===== src/rtl/pipe_hazard_ctrl_if.sv =====
// Signal bundle between the ID-stage decoder / pipeline datapath and the
// hazard controller.
//   master : decoder/datapath side, drives ID fields, mem_ready, clr_cnt and
//            receives the stall/forward/flush controls and statistics.
//   slave  : hazard controller side (pipe_hazard_ctrl).
interface pipe_hazard_ctrl_if #(
  parameter int CNT_W = 16
);
  logic [4:0]       id_rs;
  logic [4:0]       id_rt;
  logic [4:0]       id_rn;
  logic             id_use_rs;
  logic             id_use_rt;
  logic             id_wreg;
  logic             id_m2reg;
  logic             id_wmem;
  logic             id_flush;
  logic             mem_ready;
  logic             clr_cnt;
  logic             wpcir;
  logic             bubble;
  logic             freeze;
  logic             if_flush_o;
  logic [1:0]       fwda;
  logic [1:0]       fwdb;
  logic [CNT_W-1:0] stall_cnt;
  logic [CNT_W-1:0] flush_cnt;
  logic             mem_timeout;

  modport master (
    output id_rs, id_rt, id_rn, id_use_rs, id_use_rt, id_wreg, id_m2reg,
           id_wmem, id_flush, mem_ready, clr_cnt,
    input  wpcir, bubble, freeze, if_flush_o, fwda, fwdb, stall_cnt,
           flush_cnt, mem_timeout
  );

  modport slave (
    input  id_rs, id_rt, id_rn, id_use_rs, id_use_rt, id_wreg, id_m2reg,
           id_wmem, id_flush, mem_ready, clr_cnt,
    output wpcir, bubble, freeze, if_flush_o, fwda, fwdb, stall_cnt,
           flush_cnt, mem_timeout
  );
endinterface


===== src/rtl/pipe_hazard_ctrl.sv =====
// Hazard and sequencing controller for a 5-stage MIPS pipeline.
// Keeps shadow EX/MEM destination records, produces operand forwarding
// selects, load-use stalls, gated IF flush, a whole-pipeline freeze while
// data memory is busy, a sticky memory-wait timeout and saturating
// stall/flush statistics.
// Ports:
//   clock  : pipeline clock, rising edge
//   resetn : asynchronous active-low reset
//   hz     : slave side of pipe_hazard_ctrl_if (ID fields, mem_ready,
//            clr_cnt in; wpcir, bubble, freeze, if_flush_o, fwda, fwdb,
//            stall_cnt, flush_cnt, mem_timeout out)
module pipe_hazard_ctrl #(
  parameter int CNT_W    = 16,
  parameter int MAX_WAIT = 255
) (
  input logic                clock,
  input logic                resetn,
  pipe_hazard_ctrl_if.slave  hz
);

  typedef enum logic {
    ST_RUN,
    ST_WAIT
  } state_t;

  localparam logic [15:0] MAX_WAIT_C = 16'(MAX_WAIT);

  // Shadow pipeline records
  logic       ewreg, em2reg, emem;
  logic [4:0] ern;
  logic       mwreg, mm2reg, mmem;
  logic [4:0] mrn;

  logic ex_a, ex_b, mem_a, mem_b;
  logic load_use, freeze;
  logic wpcir, bubble, if_flush_o;
  logic [1:0] fwda, fwdb;

  state_t      state, state_nxt;
  logic [15:0] wait_cnt, wait_cnt_nxt;
  logic        mem_timeout;

  logic [CNT_W-1:0] stall_cnt, flush_cnt;

  // Matching: r0 never matches
  always_comb begin
    ex_a  = ewreg && (ern != 5'd0) && (ern == hz.id_rs) && hz.id_use_rs;
    ex_b  = ewreg && (ern != 5'd0) && (ern == hz.id_rt) && hz.id_use_rt;
    mem_a = mwreg && (mrn != 5'd0) && (mrn == hz.id_rs) && hz.id_use_rs;
    mem_b = mwreg && (mrn != 5'd0) && (mrn == hz.id_rt) && hz.id_use_rt;
  end

  // An EX match on a load falls through to the MEM checks; the stall
  // covers that cycle so the stale select is never consumed.
  always_comb begin
    fwda = 2'b00;
    if (ex_a && !em2reg)      fwda = 2'b01;
    else if (mem_a && mm2reg) fwda = 2'b11;
    else if (mem_a)           fwda = 2'b10;

    fwdb = 2'b00;
    if (ex_b && !em2reg)      fwdb = 2'b01;
    else if (mem_b && mm2reg) fwdb = 2'b11;
    else if (mem_b)           fwdb = 2'b10;
  end

  always_comb begin
    load_use   = (ex_a || ex_b) && em2reg;
    freeze     = mmem && !hz.mem_ready;
    wpcir      = 1'b1;
    bubble     = 1'b0;
    if_flush_o = hz.id_flush;
    if (freeze) begin
      wpcir      = 1'b0;
      if_flush_o = 1'b0;
    end else if (load_use) begin
      wpcir      = 1'b0;
      bubble     = 1'b1;
      if_flush_o = 1'b0;
    end
  end

  // Record pipeline
  always_ff @(posedge clock or negedge resetn) begin
    if (!resetn) begin
      ewreg  <= 1'b0;
      em2reg <= 1'b0;
      emem   <= 1'b0;
      ern    <= '0;
      mwreg  <= 1'b0;
      mm2reg <= 1'b0;
      mmem   <= 1'b0;
      mrn    <= '0;
    end else if (!freeze) begin
      mwreg  <= ewreg;
      mm2reg <= em2reg;
      mmem   <= emem;
      mrn    <= ern;
      if (bubble) begin
        ewreg  <= 1'b0;
        em2reg <= 1'b0;
        emem   <= 1'b0;
        ern    <= '0;
      end else begin
        ewreg  <= hz.id_wreg;
        em2reg <= hz.id_m2reg;
        emem   <= hz.id_m2reg | hz.id_wmem;
        ern    <= hz.id_rn;
      end
    end
  end

  // Memory-wait FSM
  always_ff @(posedge clock or negedge resetn) begin
    if (!resetn) begin
      state    <= ST_RUN;
      wait_cnt <= '0;
    end else begin
      state    <= state_nxt;
      wait_cnt <= wait_cnt_nxt;
    end
  end

  always_comb begin
    state_nxt    = state;
    wait_cnt_nxt = wait_cnt;
    case (state)
      ST_RUN: begin
        if (freeze) begin
          state_nxt    = ST_WAIT;
          wait_cnt_nxt = 16'd1;
        end
      end
      ST_WAIT: begin
        if (hz.mem_ready) begin
          state_nxt    = ST_RUN;
          wait_cnt_nxt = '0;
        end else if (wait_cnt != '1) begin
          wait_cnt_nxt = wait_cnt + 16'd1;
        end
      end
      default: begin
        state_nxt    = ST_RUN;
        wait_cnt_nxt = '0;
      end
    endcase
  end

  always_ff @(posedge clock or negedge resetn) begin
    if (!resetn)
      mem_timeout <= 1'b0;
    else if (state == ST_WAIT && wait_cnt >= MAX_WAIT_C)
      mem_timeout <= 1'b1;
  end

  // Statistics; clear wins over a same-cycle increment
  always_ff @(posedge clock or negedge resetn) begin
    if (!resetn) begin
      stall_cnt <= '0;
      flush_cnt <= '0;
    end else if (hz.clr_cnt) begin
      stall_cnt <= '0;
      flush_cnt <= '0;
    end else begin
      if (load_use && !freeze && stall_cnt != '1)
        stall_cnt <= stall_cnt + 1'b1;
      if (if_flush_o && flush_cnt != '1)
        flush_cnt <= flush_cnt + 1'b1;
    end
  end

  assign hz.wpcir       = wpcir;
  assign hz.bubble      = bubble;
  assign hz.freeze      = freeze;
  assign hz.if_flush_o  = if_flush_o;
  assign hz.fwda        = fwda;
  assign hz.fwdb        = fwdb;
  assign hz.stall_cnt   = stall_cnt;
  assign hz.flush_cnt   = flush_cnt;
  assign hz.mem_timeout = mem_timeout;

endmodule


===== src/flat_wrapper.sv =====
// flat-port wrapper written by rule: the top's interface ports become plain ports
module pipe_hazard_ctrl_flat 
#(
  parameter int CNT_W    = 16,
  parameter int MAX_WAIT = 255
)
  (clock, resetn, hz_id_rs, hz_id_rt, hz_id_rn, hz_id_use_rs, hz_id_use_rt, hz_id_wreg, hz_id_m2reg, hz_id_wmem, hz_id_flush, hz_mem_ready, hz_clr_cnt, hz_wpcir, hz_bubble, hz_freeze, hz_if_flush_o, hz_fwda, hz_fwdb, hz_stall_cnt, hz_flush_cnt, hz_mem_timeout);
  pipe_hazard_ctrl_if #(.CNT_W(CNT_W)) hz_i ();
  input logic clock;
  input logic resetn;
  input wire logic [$bits(hz_i.id_rs)-1:0] hz_id_rs;
  input wire logic [$bits(hz_i.id_rt)-1:0] hz_id_rt;
  input wire logic [$bits(hz_i.id_rn)-1:0] hz_id_rn;
  input wire logic [$bits(hz_i.id_use_rs)-1:0] hz_id_use_rs;
  input wire logic [$bits(hz_i.id_use_rt)-1:0] hz_id_use_rt;
  input wire logic [$bits(hz_i.id_wreg)-1:0] hz_id_wreg;
  input wire logic [$bits(hz_i.id_m2reg)-1:0] hz_id_m2reg;
  input wire logic [$bits(hz_i.id_wmem)-1:0] hz_id_wmem;
  input wire logic [$bits(hz_i.id_flush)-1:0] hz_id_flush;
  input wire logic [$bits(hz_i.mem_ready)-1:0] hz_mem_ready;
  input wire logic [$bits(hz_i.clr_cnt)-1:0] hz_clr_cnt;
  output wire logic [$bits(hz_i.wpcir)-1:0] hz_wpcir;
  output wire logic [$bits(hz_i.bubble)-1:0] hz_bubble;
  output wire logic [$bits(hz_i.freeze)-1:0] hz_freeze;
  output wire logic [$bits(hz_i.if_flush_o)-1:0] hz_if_flush_o;
  output wire logic [$bits(hz_i.fwda)-1:0] hz_fwda;
  output wire logic [$bits(hz_i.fwdb)-1:0] hz_fwdb;
  output wire logic [$bits(hz_i.stall_cnt)-1:0] hz_stall_cnt;
  output wire logic [$bits(hz_i.flush_cnt)-1:0] hz_flush_cnt;
  output wire logic [$bits(hz_i.mem_timeout)-1:0] hz_mem_timeout;
  assign hz_i.id_rs = hz_id_rs;
  assign hz_i.id_rt = hz_id_rt;
  assign hz_i.id_rn = hz_id_rn;
  assign hz_i.id_use_rs = hz_id_use_rs;
  assign hz_i.id_use_rt = hz_id_use_rt;
  assign hz_i.id_wreg = hz_id_wreg;
  assign hz_i.id_m2reg = hz_id_m2reg;
  assign hz_i.id_wmem = hz_id_wmem;
  assign hz_i.id_flush = hz_id_flush;
  assign hz_i.mem_ready = hz_mem_ready;
  assign hz_i.clr_cnt = hz_clr_cnt;
  assign hz_wpcir = hz_i.wpcir;
  assign hz_bubble = hz_i.bubble;
  assign hz_freeze = hz_i.freeze;
  assign hz_if_flush_o = hz_i.if_flush_o;
  assign hz_fwda = hz_i.fwda;
  assign hz_fwdb = hz_i.fwdb;
  assign hz_stall_cnt = hz_i.stall_cnt;
  assign hz_flush_cnt = hz_i.flush_cnt;
  assign hz_mem_timeout = hz_i.mem_timeout;
  pipe_hazard_ctrl #(.CNT_W(CNT_W), .MAX_WAIT(MAX_WAIT)) u_core (.clock(clock), .resetn(resetn), .hz(hz_i));
endmodule

===== config.mk =====
export PLATFORM = sky130hd
export DESIGN_NAME = pipe_hazard_ctrl_flat
export DESIGN_NICKNAME = d
export VERILOG_FILES = /design/src/rtl/pipe_hazard_ctrl_if.sv /design/src/rtl/pipe_hazard_ctrl.sv /design/src/flat_wrapper.sv
export SDC_FILE = /design/constraint.sdc
export NUM_CORES = 1
export LEC_CHECK = 0
export BUFFER_PORTS_ARGS = -buffer_cell sky130_fd_sc_hd__buf_2
export CORE_ASPECT_RATIO = 1.2
export CORE_MARGIN = 5
export CORE_UTILIZATION = 51
export DETAILED_ROUTE_END_ITERATION = 7
export PLACE_DENSITY = 0.77
export RECOVER_POWER = 100
export SYNTH_ARGS = -nofsm -noshare
export SYNTH_HDL_FRONTEND = slang
export SYNTH_SLANG_ARGS = --single-unit

===== constraint.sdc =====
create_clock -name clock -period 2.3 [get_ports clock]
set_input_delay 0.345 -clock clock [delete_from_list [all_inputs] [get_ports clock]]
set_output_delay 0.345 -clock clock [all_outputs]
set_load 0.02 [all_outputs]

==> summary.json, run 1 <==
{
  "floorplanning": {
    "die-height_um": 103,
    "die_area_sq_um": 8990,
    "rows": 33,
    "die_w_um": 87.4,
    "start_util": 0.528,
    "design.portCount": 66,
    "core_area_sq_um": 6940
  },
  "placed_design": {
    "place.detailed.hpwl_mm": 6.20,
    "routabilityCongestion": 0.837,
    "buffer_ports.inserted": 65,
    "pre_cts_slack_ns": -0.00972
  },
  "synth": {
    "yosysWarnings": 0,
    "syn_avg_cell_area_sq_um": 9.25,
    "netlist_top_cells_area": "dfrtp_1, xor2_1, or4_1",
    "mapped_cells": 396,
    "synth_commonest_cells": "dfrtp_1, nand2_1, nor2_1, nand3_1, a21oi_1",
    "ys_seq_elements": 66,
    "postSynthNetCount": 424,
    "synth.top_cell.area_share": 0.451,
    "synth_most_common_cell": "dfrtp_1",
    "synth-seq-area-share": 0.451,
    "ys_dominant_reg_cell": "dfrtp_1",
    "ys_async_sr_fraction": 1.00,
    "synth_enable_flop_cells": 0,
    "yosysUniqueCellTypes": 43,
    "cell_type_with_the_largest_total_area_after_synthesis": "dfrtp_1",
    "netlist_area_sq_um": 3660
  },
  "final_layout": {
    "antennaDiodeCount": 0,
    "drive_above_1_share": 0.252,
    "finalCoreUtilization": 0.683,
    "layout.filler_cells": 555,
    "area_growth_pct": 29.3,
    "final_net_count": 516
  },
  "sta": {
    "max_freq_ghz": 0.422,
    "final_period_minus_worst_setup_slack_ns": 2.37,
    "worst_slew_margin_rel": 0.188,
    "setup_viol": 9,
    "clock-skew-final_ns": 0.0102,
    "grt_setup_unrepaired": "true",
    "tightest_slew_ns": 1.22,
    "slew_viol_final": 0,
    "timing.final.ws_setup_ns": -0.0679,
    "timing.final.crit_share": 1.03,
    "final_hold_vio_count": 0,
    "final.hold.worst_slack_ns": 0.222
  },
  "hold_path": {
    "hold_path_class": "primary input to register"
  },
  "global_route": {
    "grt_usage": 0.227,
    "globalRouteOverflowTotal": 0,
    "first_global_vias": 3332,
    "grt_start_max_net_pins": 47,
    "global_route_wire_length_before_repair_mm": 16.1,
    "antenna_violations_before_repair": 0
  },
  "critical_path": {
    "end_kind": "register",
    "cp.required_ns": 2.56,
    "arrival_ns": 2.63,
    "critical_path_type": "register to register",
    "critical_path.startpoint_type": "register",
    "worstPathMaxFanout": 7
  },
  "power_and_ir_drop": {
    "vdd_drop_max_mv": 0.396,
    "p_leak_nw": 2.01,
    "powerDensity_nw_per_um2": 596
  },
  "drt": {
    "drt-total-wl_mm": 9.72,
    "ant_nets": 0,
    "drt_iter0_drc": 184,
    "route.detailed.vias_per_inst": 5.95,
    "routed_wire_length_per_instance_um": 16.8,
    "routed-via-count": 3449,
    "drtPass1Iterations": 5,
    "remaining_drc_errors": 0
  },
  "clock_network": {
    "tritoncts": "done",
    "clock_tree.htree_level_count": 3,
    "ctsLongestPathBuffers": 2,
    "cts.clk_slew.worst_paths_ns": 0.08,
    "numCtsBuffers": 9,
    "clkSinkCount": 66,
    "insertion_delay_ns": 0.34,
    "clock_tree.root_cell": "clkbuf_8"
  },
  "status": {
    "violations": "negative setup slack",
    "run_status": "finished with violations"
  },
  "run": {
    "cap_violations": 0
  }
}
[where the power goes]
part           switching [mW]  total [mW]  internal [mW]
Clock                   0.458        1.10          0.637
Sequential             0.0833        1.31           1.22
Combinational           0.238       0.419          0.181
Total                   0.779        2.82           2.04
[area by class of cell]
type	count	area, sq um	share of cell area
multi-input cells	305	2120	0.448
flip-flops and latches	66	1650	0.349
repair buffers	99	603	0.127
clock buffers	11	141	0.0298
well taps	87	109	0.0230
clock inverters	5	77.6	0.0164
inverters	7	28.8	0.00608
[sequential cells by signal, summed over array words and instances, names as in the netlist]
register               count
u_core.mmem                1
u_core.emem                1
u_core.mrn                 5
u_core.em2reg              1
u_core.state               1
u_core.hz.flush_cnt       16
u_core.hz.mem_timeout      1
u_core.hz.stall_cnt       16
u_core.ewreg               1
u_core.ern                 5
u_core.wait_cnt           16
u_core.mm2reg              1
u_core.mwreg               1
[metal layers]
layer	track usage	up-vias	share of wire
met1	0.300	1712	0.43
met5	0	-	0
met3	0.0400	7	0.051
met4	0.0838	0	0.0072
met2	0.375	103	0.51
li1	-	1627	-
[through the flow]
step	setup TNS [ns]	cell area [sq um]	cells	power, mW
global placement	0	4210	552	1.67
detailed placement	-0.0256	4210	552	1.69
floorplan	0	3670	396	1.52
finish	-0.375	4740	580	2.82
CTS	-0.375	4620	577	2.82
global route	-3.62	4740	580	2.95
[path summary, 6_finish.rpt]
path / start / to / slack (ns) / depth (start not counted)
setup / recovery: u_core.ern[0] / u_core.hz.stall_cnt[7] / -0.07 / 8
hold / removal: hz_id_rn[4] / u_core.ern[4] / 0.22 / 2
setup reg to reg: u_core.ern[0] / u_core.hz.stall_cnt[7] / -0.07 / 8
hold reg to reg: u_core.hz.mem_timeout / u_core.hz.mem_timeout / 0.46 / 1
max in group asynchronous: resetn / u_core.mrn[0] / 0.28 / 3
min in group asynchronous: resetn / u_core.ern[3] / 0.77 / 2
[critical path: stages, from the launching register on]
cell and delay (ns):
dfrtp_1 0.42, xor2_1 0.16, nor4_2 0.27, nand3_1 0.15
a211o_1 0.34, buf_12 0.16, buf_12 0.12, or4_4 0.51
a21oi_2 0.14
[repair_timing]
| item | CTS | global route |
|---|---|---|
| resized for setup | 22 | 37 |
| hold endpoints to repair | 20 | 0 |
| gates cloned | 1 | 0 |
| buffers inserted | 7 | 3 |
| pin swaps | 21 | 14 |
| hold buffers | 1 | 0 |
| setup endpoints to repair | 17 | 35 |
[cells by family (layout without fill, tap and decap cells)]
logic type	count (synthesis)	in the layout	synth area share
simple gates	192	192	0.281
compound gates	68	68	0.118
flops	66	66	0.451
xor+xnor	32	32	0.0765
buf+inv	25	122	0.0324
mux	10	10	0.0304
fa+ha+maj	3	3	0.0102
[placed cells by master (no fill, tap or decap), types with 3 or more instances in the layout]
cell      synthesis  routed
clkbuf_8          0      10
mux2_2            8       8
nor2_1           33      32
a21oi_1          26      19
nand3_1          29      28
o21ai_0          10       9
nor4_2            0       3
nand4_1           7       7
nand2_1          39      37
nor4_1           10       7
o31ai_4           0       6
inv_1             6       5
buf_2             3      26
or4_1            20      15
xnor2_1           8       8
o31ai_1          17       8
buf_4             1      26
and3_1            9       9
o31ai_2           0       3
nor2b_1           9       9
dfrtp_1          66      65
nand2b_1          5       4
and4_1            3       3
ha_1              3       3
a21o_1            3       3
or3_1             9       9
clkbuf_1         12      38
or4_4             0       5
nor3_1            9       7
buf_6             2       5
nor3b_1           3       3
a21oi_2           0       6
xor2_1           24      24
a22o_1            6       6
Power figures use the tool's default switching activity.
==> inputs of run 2 (changes only) <==
--- a/config.mk
+++ b/config.mk
@@ -8,9 +8,9 @@
 export BUFFER_PORTS_ARGS = -buffer_cell sky130_fd_sc_hd__buf_2
 export CORE_ASPECT_RATIO = 1.2
 export CORE_MARGIN = 5
-export CORE_UTILIZATION = 51
+export CORE_UTILIZATION = 55
 export DETAILED_ROUTE_END_ITERATION = 7
-export PLACE_DENSITY = 0.77
+export PLACE_DENSITY = 0.79
 export RECOVER_POWER = 100
 export SYNTH_ARGS = -nofsm -noshare
 export SYNTH_HDL_FRONTEND = slang
==> constraint.sdc (replaced) <==
create_clock -name clock -period 2.5 [get_ports clock]
set_input_delay 0.375 -clock clock [delete_from_list [all_inputs] [get_ports clock]]
set_output_delay 0.375 -clock clock [all_outputs]
set_load 0.02 [all_outputs]
==> summary.json, run 2 (synthesis results as in run 1) <==
{
  "final_layout": {
    "final_design_area_no_fill": {"value": 4430, "unit": "sq um", "change": "-6.5%"},
    "drive_above_1_share": {"value": 0.196, "change": "-0.0557"},
    "non_filler_cells_final": {"value": 565, "change": "-2.6%"},
    "area_growth_pct": 20.9,
    "antennaDiodeCount": {"value": 0, "change": "unchanged"},
    "layout.filler_cells": {"value": 529, "change": "-4.7%"},
    "layout_commonest_cell": "dfrtp_1",
    "layout.cells.most_common_list": "dfrtp_1, nand2_1, clkbuf_1",
    "final_net_count": {"value": 504, "change": "-2.3%"},
    "largestRegisters": "u_core.hz.flush_cnt x16, u_core.hz.stall_cnt x16, u_core.wait_cnt x16",
    "multiInputGateArea": {"value": 1950, "unit": "sq um", "change": "-8.1%"},
    "regArea": {"value": 1660, "unit": "sq um", "change": "+0.30%"}
  },
  "placed_design": {
    "post-place-cells": {"value": 539, "change": "-2.4%"},
    "buffer_ports.inserted": {"value": 65, "change": "unchanged"},
    "place.detailed.hpwl": {"value": 6.22, "unit": "mm", "change": "+0.27%"},
    "routabilityCongestion": {"value": 0.830, "change": "-0.78%"},
    "pre_cts_slack": {"value": 0.118, "unit": "ns", "change": "+0.127 ns"},
    "place_area": {"value": 4110, "unit": "sq um", "change": "-2.4%"}
  },
  "power_and_ir_drop": {
    "p_leak": {"value": 1.92, "unit": "nW", "change": "-4.6%"},
    "vdd_drop_max": {"value": 0.319, "unit": "mV", "change": "-20%"},
    "powerDensity": {"value": 546, "unit": "nW/um^2", "change": "-8.3%"}
  },
  "sta": {
    "tightest_slew": {"value": 1.22, "unit": "ns", "change": "+0.00475 ns"},
    "setup_viol": {"value": 0, "change": "-9"},
    "timing.final.ws_setup": {"value": 0.0647, "unit": "ns", "change": "+0.133 ns"},
    "final_hold_vio_count": {"value": 0, "change": "unchanged"},
    "max_freq": {"value": 0.411, "unit": "GHz", "change": "-2.8%"},
    "worst_slew_margin_rel": {"value": 0.185, "change": "-0.00317"},
    "grt_setup_unrepaired": "true",
    "timing.final.crit_share": {"value": 0.974, "change": "-0.0554"},
    "final_period_minus_worst_setup_slack": {"value": 2.44, "unit": "ns", "change": "+0.0675 ns"},
    "slew_viol_final": {"value": 0, "change": "unchanged"},
    "clock-skew-final": {"value": 0.00677, "unit": "ns", "change": "-0.00340 ns"}
  },
  "floorplanning": {
    "die-height": {"value": 99.4, "unit": "um", "change": "-3.3%"},
    "design.portCount": {"value": 66, "change": "unchanged"},
    "die_area": {"value": 8400, "unit": "sq um", "change": "-6.5%"},
    "rows": {"value": 32, "change": "-3.0%"},
    "start_util": {"value": 0.568, "change": "+0.0402"},
    "core_area": {"value": 6450, "unit": "sq um", "change": "-7.1%"},
    "die_w": {"value": 84.5, "unit": "um", "change": "-3.3%"}
  },
  "critical_path": {
    "cp.required": {"value": 2.72, "unit": "ns", "change": "+0.16 ns"},
    "crit_path_cell_trace": "xor2_1 -> nor4_1 -> nand3_1 -> a211o_1 -> buf_12 -> buf_12 -> nor4b_2 -> mux2_1",
    "arrival": {"value": 2.65, "unit": "ns", "change": "+0.02 ns"},
    "critical_path.startpoint_type": "register",
    "worst_path_dominant_cell_family": "simple AND/OR/NAND/NOR gates",
    "worstPathMaxFanout": {"value": 9, "change": "+2"},
    "reg2reg_setup_slack": {"value": 0.06, "unit": "ns", "change": "+0.13 ns"},
    "critical_path_type": "register to register",
    "critPathSlowestCell": "dfrtp_2",
    "critical_path.n_buffers_inverters": {"value": 2, "change": "unchanged"},
    "end_kind": "register",
    "cp_slowest_stage_delay": {"value": 0.44, "unit": "ns", "change": "-0.07 ns"},
    "critical-path-top-cell-by-count": "buf_12"
  },
  "global_route": {
    "global_route_wire_length_before_repair": {"value": 15.1, "unit": "mm", "change": "-6.2%"},
    "globalRouteOverflowTotal": {"value": 0, "change": "unchanged"},
    "grt_start_max_net_pins": {"value": 43, "change": "-8.5%"},
    "grt_usage": {"value": 0.216, "change": "-0.0113"},
    "antenna_violations_before_repair": {"value": 0, "change": "unchanged"},
    "first_global_vias": {"value": 3323, "change": "-0.27%"}
  },
  "drt": {
    "route.detailed.vias_per_inst": {"value": 6.05, "change": "+1.7%"},
    "drtPass1Iterations": {"value": 4, "change": "-1"},
    "ant_nets": {"value": 0, "change": "unchanged"},
    "drt_iter0_drc": {"value": 150, "change": "-18%"},
    "routed-via-count": {"value": 3417, "change": "-0.93%"},
    "routed_wire_length_per_instance": {"value": 16.8, "unit": "um", "change": "about the same"},
    "drt-total-wl": {"value": 9.47, "unit": "mm", "change": "-2.5%"},
    "remaining_drc_errors": {"value": 0, "change": "unchanged"}
  },
  "clock_network": {
    "numCtsBuffers": {"value": 9, "change": "unchanged"},
    "insertion_delay": {"value": 0.33, "unit": "ns", "change": "about the same"},
    "cts_hold_repair.buffers": {"value": 0, "change": "-1"},
    "tritoncts": "done",
    "cts.clk_slew.worst_paths": {"value": 0.07, "unit": "ns", "change": "about the same"},
    "clock_tree.htree_level_count": {"value": 3, "change": "unchanged"},
    "ctsLongestPathBuffers": {"value": 2, "change": "unchanged"},
    "clkSinkCount": {"value": 66, "change": "unchanged"},
    "clock_tree.root_cell": "clkbuf_8"
  },
  "run": {
    "cap_violations": {"value": 0, "change": "unchanged"}
  },
  "hold_path": {
    "hold_path_class": "primary input to register"
  },
  "status": {
    "run_status": "finished clean"
  }
}
run 2: repair_timing:
item,CTS,global route
buffers inserted,7,3
gates resized for setup,5,20
pin swaps,4,20
endpoints found under the setup margin,3,9
endpoints found under the hold margin,0,0
gates cloned,0,1
run 2: routing by layer:
metal | global-route usage | up-vias | routed length, um
met5 | 0 | - | 0
met4 | 0.0828 | 0 | 141
met3 | 0.0489 | 12 | 431
met2 | 0.356 | 93 | 4850
met1 | 0.277 | 1711 | 4050
li1 | - | 1601 | -
run 2: power by group:
part           internal (mW)  switching, mW  total, mW
Sequential              1.13         0.0754       1.20
Combinational          0.142          0.203      0.345
Clock                  0.480          0.391      0.871
run 2: stage by stage:
step                      hold WS [ns]  power (mW)  utilization  TNS (ns)
after global routing             0.248        2.52        0.687    -0.203
final                            0.252        2.42        0.687         0
after floorplan                 0.0794        1.40            -         0
after detailed placement         0.373        1.52        0.637         0
after global placement           0.368        1.51        0.637         0
after CTS                       0.0118        2.40        0.675         0
run 2: final cells by class:
cell class | count | area share
clock buffers | 12 | 0.0328
clock inverters | 3 | 0.00904
inverters | 7 | 0.00706
multi-input cells | 305 | 0.441
flip-flops and latches | 66 | 0.374
well taps | 85 | 0.0240
repair buffers | 87 | 0.112
run 2: path summary, 6_finish.rpt:
kind	start	cells past startpoint	endpoint
worst min register to register	u_core.hz.mem_timeout	1	u_core.hz.mem_timeout
worst max register to register	u_core.ern[0]	8	u_core.hz.stall_cnt[11]
max in group asynchronous	resetn	2	u_core.ern[4]
min in group asynchronous	resetn	1	u_core.ern[2]
worst min-delay path	hz_id_rn[4]	2	u_core.ern[4]
worst max-delay path	u_core.ern[0]	8	u_core.hz.stall_cnt[11]
==> inputs of run 3 (changes only) <==
--- a/config.mk
+++ b/config.mk
@@ -6,11 +6,13 @@
 export NUM_CORES = 1
 export LEC_CHECK = 0
 export BUFFER_PORTS_ARGS = -buffer_cell sky130_fd_sc_hd__buf_2
+export CELL_PAD_IN_SITES_DETAIL_PLACEMENT = 0
+export CELL_PAD_IN_SITES_GLOBAL_PLACEMENT = 1
 export CORE_ASPECT_RATIO = 1.2
 export CORE_MARGIN = 5
-export CORE_UTILIZATION = 55
+export CORE_UTILIZATION = 42
 export DETAILED_ROUTE_END_ITERATION = 7
-export PLACE_DENSITY = 0.79
+export PLACE_DENSITY_LB_ADDON = 0.1
 export RECOVER_POWER = 100
 export SYNTH_ARGS = -nofsm -noshare
 export SYNTH_HDL_FRONTEND = slang
==> summary.json, run 3 (synthesis results as in run 1) <==
{
  "status": {
    "run_status": "finished with violations",
    "violations": "max-capacitance violations, max-slew violations"
  },
  "power_and_ir_drop": {
    "p_leak": {"value": 1.98, "unit": "nW", "change": "+3.6%"},
    "comb_power_share": {"value": 0.153, "change": "+0.010"},
    "power.switching": {"value": 0.683, "unit": "mW", "change": "+2.1%"},
    "clock_power_share": {"value": 0.339, "change": "-0.021"},
    "p_sw_frac": {"value": 0.290, "change": "+0.0139"},
    "powerDensity": {"value": 505, "unit": "nW/um^2", "change": "-7.5%"},
    "vdd_drop_max": {"value": 0.249, "unit": "mV", "change": "-22%"},
    "cell_internal_pwr": {"value": 1.67, "unit": "mW", "change": "-4.7%"},
    "pwr-share-seq": {"value": 0.508, "change": "+0.010"}
  },
  "floorplanning": {
    "core_area": {"value": 8560, "unit": "sq um", "change": "+33%"},
    "die_w": {"value": 95.3, "unit": "um", "change": "+13%"},
    "design.portCount": {"value": 66, "change": "unchanged"},
    "die-height": {"value": 112, "unit": "um", "change": "+13%"},
    "rows": {"value": 37, "change": "+16%"},
    "die_area": {"value": 10700, "unit": "sq um", "change": "+27%"},
    "start_util": {"value": 0.428, "change": "-0.141"}
  },
  "drt": {
    "route.detailed.vias_per_inst": {"value": 5.44, "change": "-10%"},
    "ant_nets": {"value": 0, "change": "unchanged"},
    "drtPass1Iterations": {"value": 5, "change": "+1"},
    "drt-total-wl": {"value": 9.23, "unit": "mm", "change": "-2.6%"},
    "routed_wire_length_per_instance": {"value": 15.2, "unit": "um", "change": "-9.1%"},
    "routed-via-count": {"value": 3293, "change": "-3.6%"},
    "remaining_drc_errors": {"value": 0, "change": "unchanged"},
    "drt_iter0_drc": {"value": 99, "change": "-34%"}
  },
  "critical_path": {
    "regToRegStartpoint": "u_core.ern[0]",
    "critical_path.startpoint_type": "register",
    "end_kind": "register",
    "rr_endpoint": "u_core.hz.stall_cnt[7]",
    "arrival": {"value": 2.68, "unit": "ns", "change": "+0.03 ns"},
    "cp.required": {"value": 2.75, "unit": "ns", "change": "+0.03 ns"},
    "reg2reg_setup_slack": {"value": 0.07, "unit": "ns", "change": "about the same"},
    "critical_path_type": "register to register",
    "worst_r2r_path_depth": {"value": 9, "change": "+1"},
    "worstPathMaxFanout": {"value": 10, "change": "+1"}
  },
  "hold_path": {
    "min_delay_worst_endpoint": "u_core.ern[4]",
    "hold_path_class": "primary input to register",
    "min_from": "hz_id_rn[4]",
    "whs_path_depth": {"value": 2, "change": "unchanged"}
  },
  "final_layout": {
    "antennaDiodeCount": {"value": 0, "change": "unchanged"},
    "final_net_count": {"value": 511, "change": "+1.4%"},
    "area_growth_pct": 27.0,
    "multiInputGateArea": {"value": 2070, "unit": "sq um", "change": "+6.1%"},
    "layout.filler_cells": {"value": 811, "change": "+53%"},
    "layout_commonest_cell": "dfrtp_1",
    "regArea": {"value": 1660, "unit": "sq um", "change": "-0.15%"},
    "largestRegisters": "u_core.hz.flush_cnt x16, u_core.hz.stall_cnt x16, u_core.wait_cnt x16",
    "layout.cells.most_common_list": "dfrtp_1, nand2_1, clkbuf_1",
    "drive_above_1_share": {"value": 0.258, "change": "+0.0624"},
    "finalCoreUtilization": {"value": 0.543, "change": "-0.144"}
  },
  "sta": {
    "grt_setup_unrepaired": "true",
    "slew_viol_final": {"value": 67, "change": "+67"},
    "setup_viol": {"value": 0, "change": "unchanged"},
    "final_period_minus_worst_setup_slack": {"value": 2.43, "unit": "ns", "change": "-0.00721 ns"},
    "final.hold.worst_slack": {"value": 0.260, "unit": "ns", "change": "+0.00734 ns"},
    "clock-skew-final": {"value": 0.0100, "unit": "ns", "change": "+0.00325 ns"},
    "timing.final.crit_share": {"value": 0.971, "change": "-0.00288"},
    "max_freq": {"value": 0.412, "unit": "GHz", "change": "+0.30%"},
    "tightest_slew": {"value": 1.65, "unit": "ns", "change": "+0.427 ns"},
    "worst_slew_margin_rel": {"value": -0.0995, "change": "-0.284"},
    "final_hold_vio_count": {"value": 0, "change": "unchanged"}
  },
  "placed_design": {
    "buffer_ports.inserted": {"value": 65, "change": "unchanged"},
    "place.detailed.hpwl": {"value": 6.04, "unit": "mm", "change": "-2.9%"},
    "routabilityCongestion": {"value": 0.765, "change": "-7.9%"}
  },
  "clock_network": {
    "cts_hold_repair.buffers": {"value": 0, "change": "unchanged"},
    "ctsLongestPathBuffers": {"value": 2, "change": "unchanged"},
    "clock_tree.htree_level_count": {"value": 3, "change": "unchanged"},
    "clock_tree.root_cell": "clkbuf_8",
    "tritoncts": "done",
    "insertion_delay": {"value": 0.33, "unit": "ns", "change": "about the same"},
    "clkSinkCount": {"value": 66, "change": "unchanged"},
    "numCtsBuffers": {"value": 9, "change": "unchanged"},
    "cts.clk_slew.worst_paths": {"value": 0.08, "unit": "ns", "change": "about the same"}
  },
  "global_route": {
    "first_global_vias": {"value": 3214, "change": "-3.3%"},
    "grt_usage": {"value": 0.181, "change": "-0.0348"},
    "grt_start_max_net_pins": {"value": 67, "change": "+56%"},
    "global_route_wire_length_before_repair": {"value": 15.6, "unit": "mm", "change": "+3.3%"},
    "globalRouteOverflowTotal": {"value": 0, "change": "unchanged"},
    "antenna_violations_before_repair": {"value": 0, "change": "unchanged"}
  },
  "run": {
    "cap_violations": {"value": 1, "change": "+1"}
  }
}
run 3: changes by cell type in the layout (fill, tap and decap cells not counted), moves of 3 or more:
cell / previous run / this run
a21oi_1: 23 / 14
a21oi_2: 3 / 11
buf_4: 17 / 13
buf_6: 2 / 8
clkbuf_4: 0 / 3
o31ai_1: 17 / 10
o31ai_2: 0 / 7
or4_1: 18 / 9
or4_4: 2 / 11
run 3: worst max-delay path by stage:
stage	start	end
finish	u_core.ern[0]	u_core.hz.stall_cnt[7]
global route	u_core.ern[0]	hz_bubble
CTS	u_core.ern[3]	hz_if_flush_o
detailed placement	hz_id_rt[3]	u_core.hz.stall_cnt[11]
global placement	hz_id_rt[3]	u_core.hz.stall_cnt[11]
floorplan	u_core.ern[3]	hz_if_flush_o
run 3: routing by layer:
layer | global-route usage | up-vias | wire [um]
met2 | 0.290 | 63 | 4420
met3 | 0.0369 | 6 | 383
met1 | 0.247 | 1602 | 4340
li1 | - | 1622 | -
met4 | 0.0520 | 0 | 85
met5 | 0 | - | 0
run 3: worst max-delay path, stage by stage (launching register included):
cell,delay (ns)
dfrtp_2,0.43
buf_6,0.12
xor2_1,0.13
nor4_1,0.22
nand3_1,0.15
a211o_1,0.37
buf_12,0.16
buf_12,0.13
or4_4,0.50
a21oi_1,0.14
run 3: per-stage QoR:
stage / instances / setup TNS [ns] / setup WS (ns) / total power, mW / instance area (sq um)
after CTS: 600 / 0 / 0.00494 / 2.35 / 4470
after detailed placement: 574 / 0 / 0.0985 / 1.53 / 4190
after global routing: 605 / -0.474 / -0.0499 / 2.49 / 4650
after global placement: 574 / 0 / 0.167 / 1.52 / 4190
after floorplan: 396 / 0 / 0.154 / 1.40 / 3660
final: 605 / 0 / 0.0719 / 2.35 / 4650
run 3: what timing repair did:
item / 4_1_cts / 5_1_grt
cloned: 1 / 0
setup buffers: 9 / 5
resized for setup: 3 / 54
pin swaps: 3 / 29
setup endpoints to repair: 4 / 20
run 3: final cells by class:
class                      instances  share of cell area
tap                              117              0.0315
multi-input combinational        305               0.445
clock inverter                     5             0.00645
clock buffer                      11              0.0304
timing repair buffer              94               0.123
inverter                           7             0.00726
sequential                        66               0.356
run 3: power groups by stage:
| stage | Clock, mW | Combinational (mW) | Sequential [mW] |
|---|---|---|---|
| final | 0.798 | 0.359 | 1.19 |
| after global routing | 0.887 | 0.403 | 1.20 |
| after CTS | 0.822 | 0.338 | 1.19 |
| after detailed placement | 0 | 0.307 | 1.22 |
| after global placement | 0 | 0.304 | 1.22 |
| after floorplan | 0 | 0.192 | 1.20 |
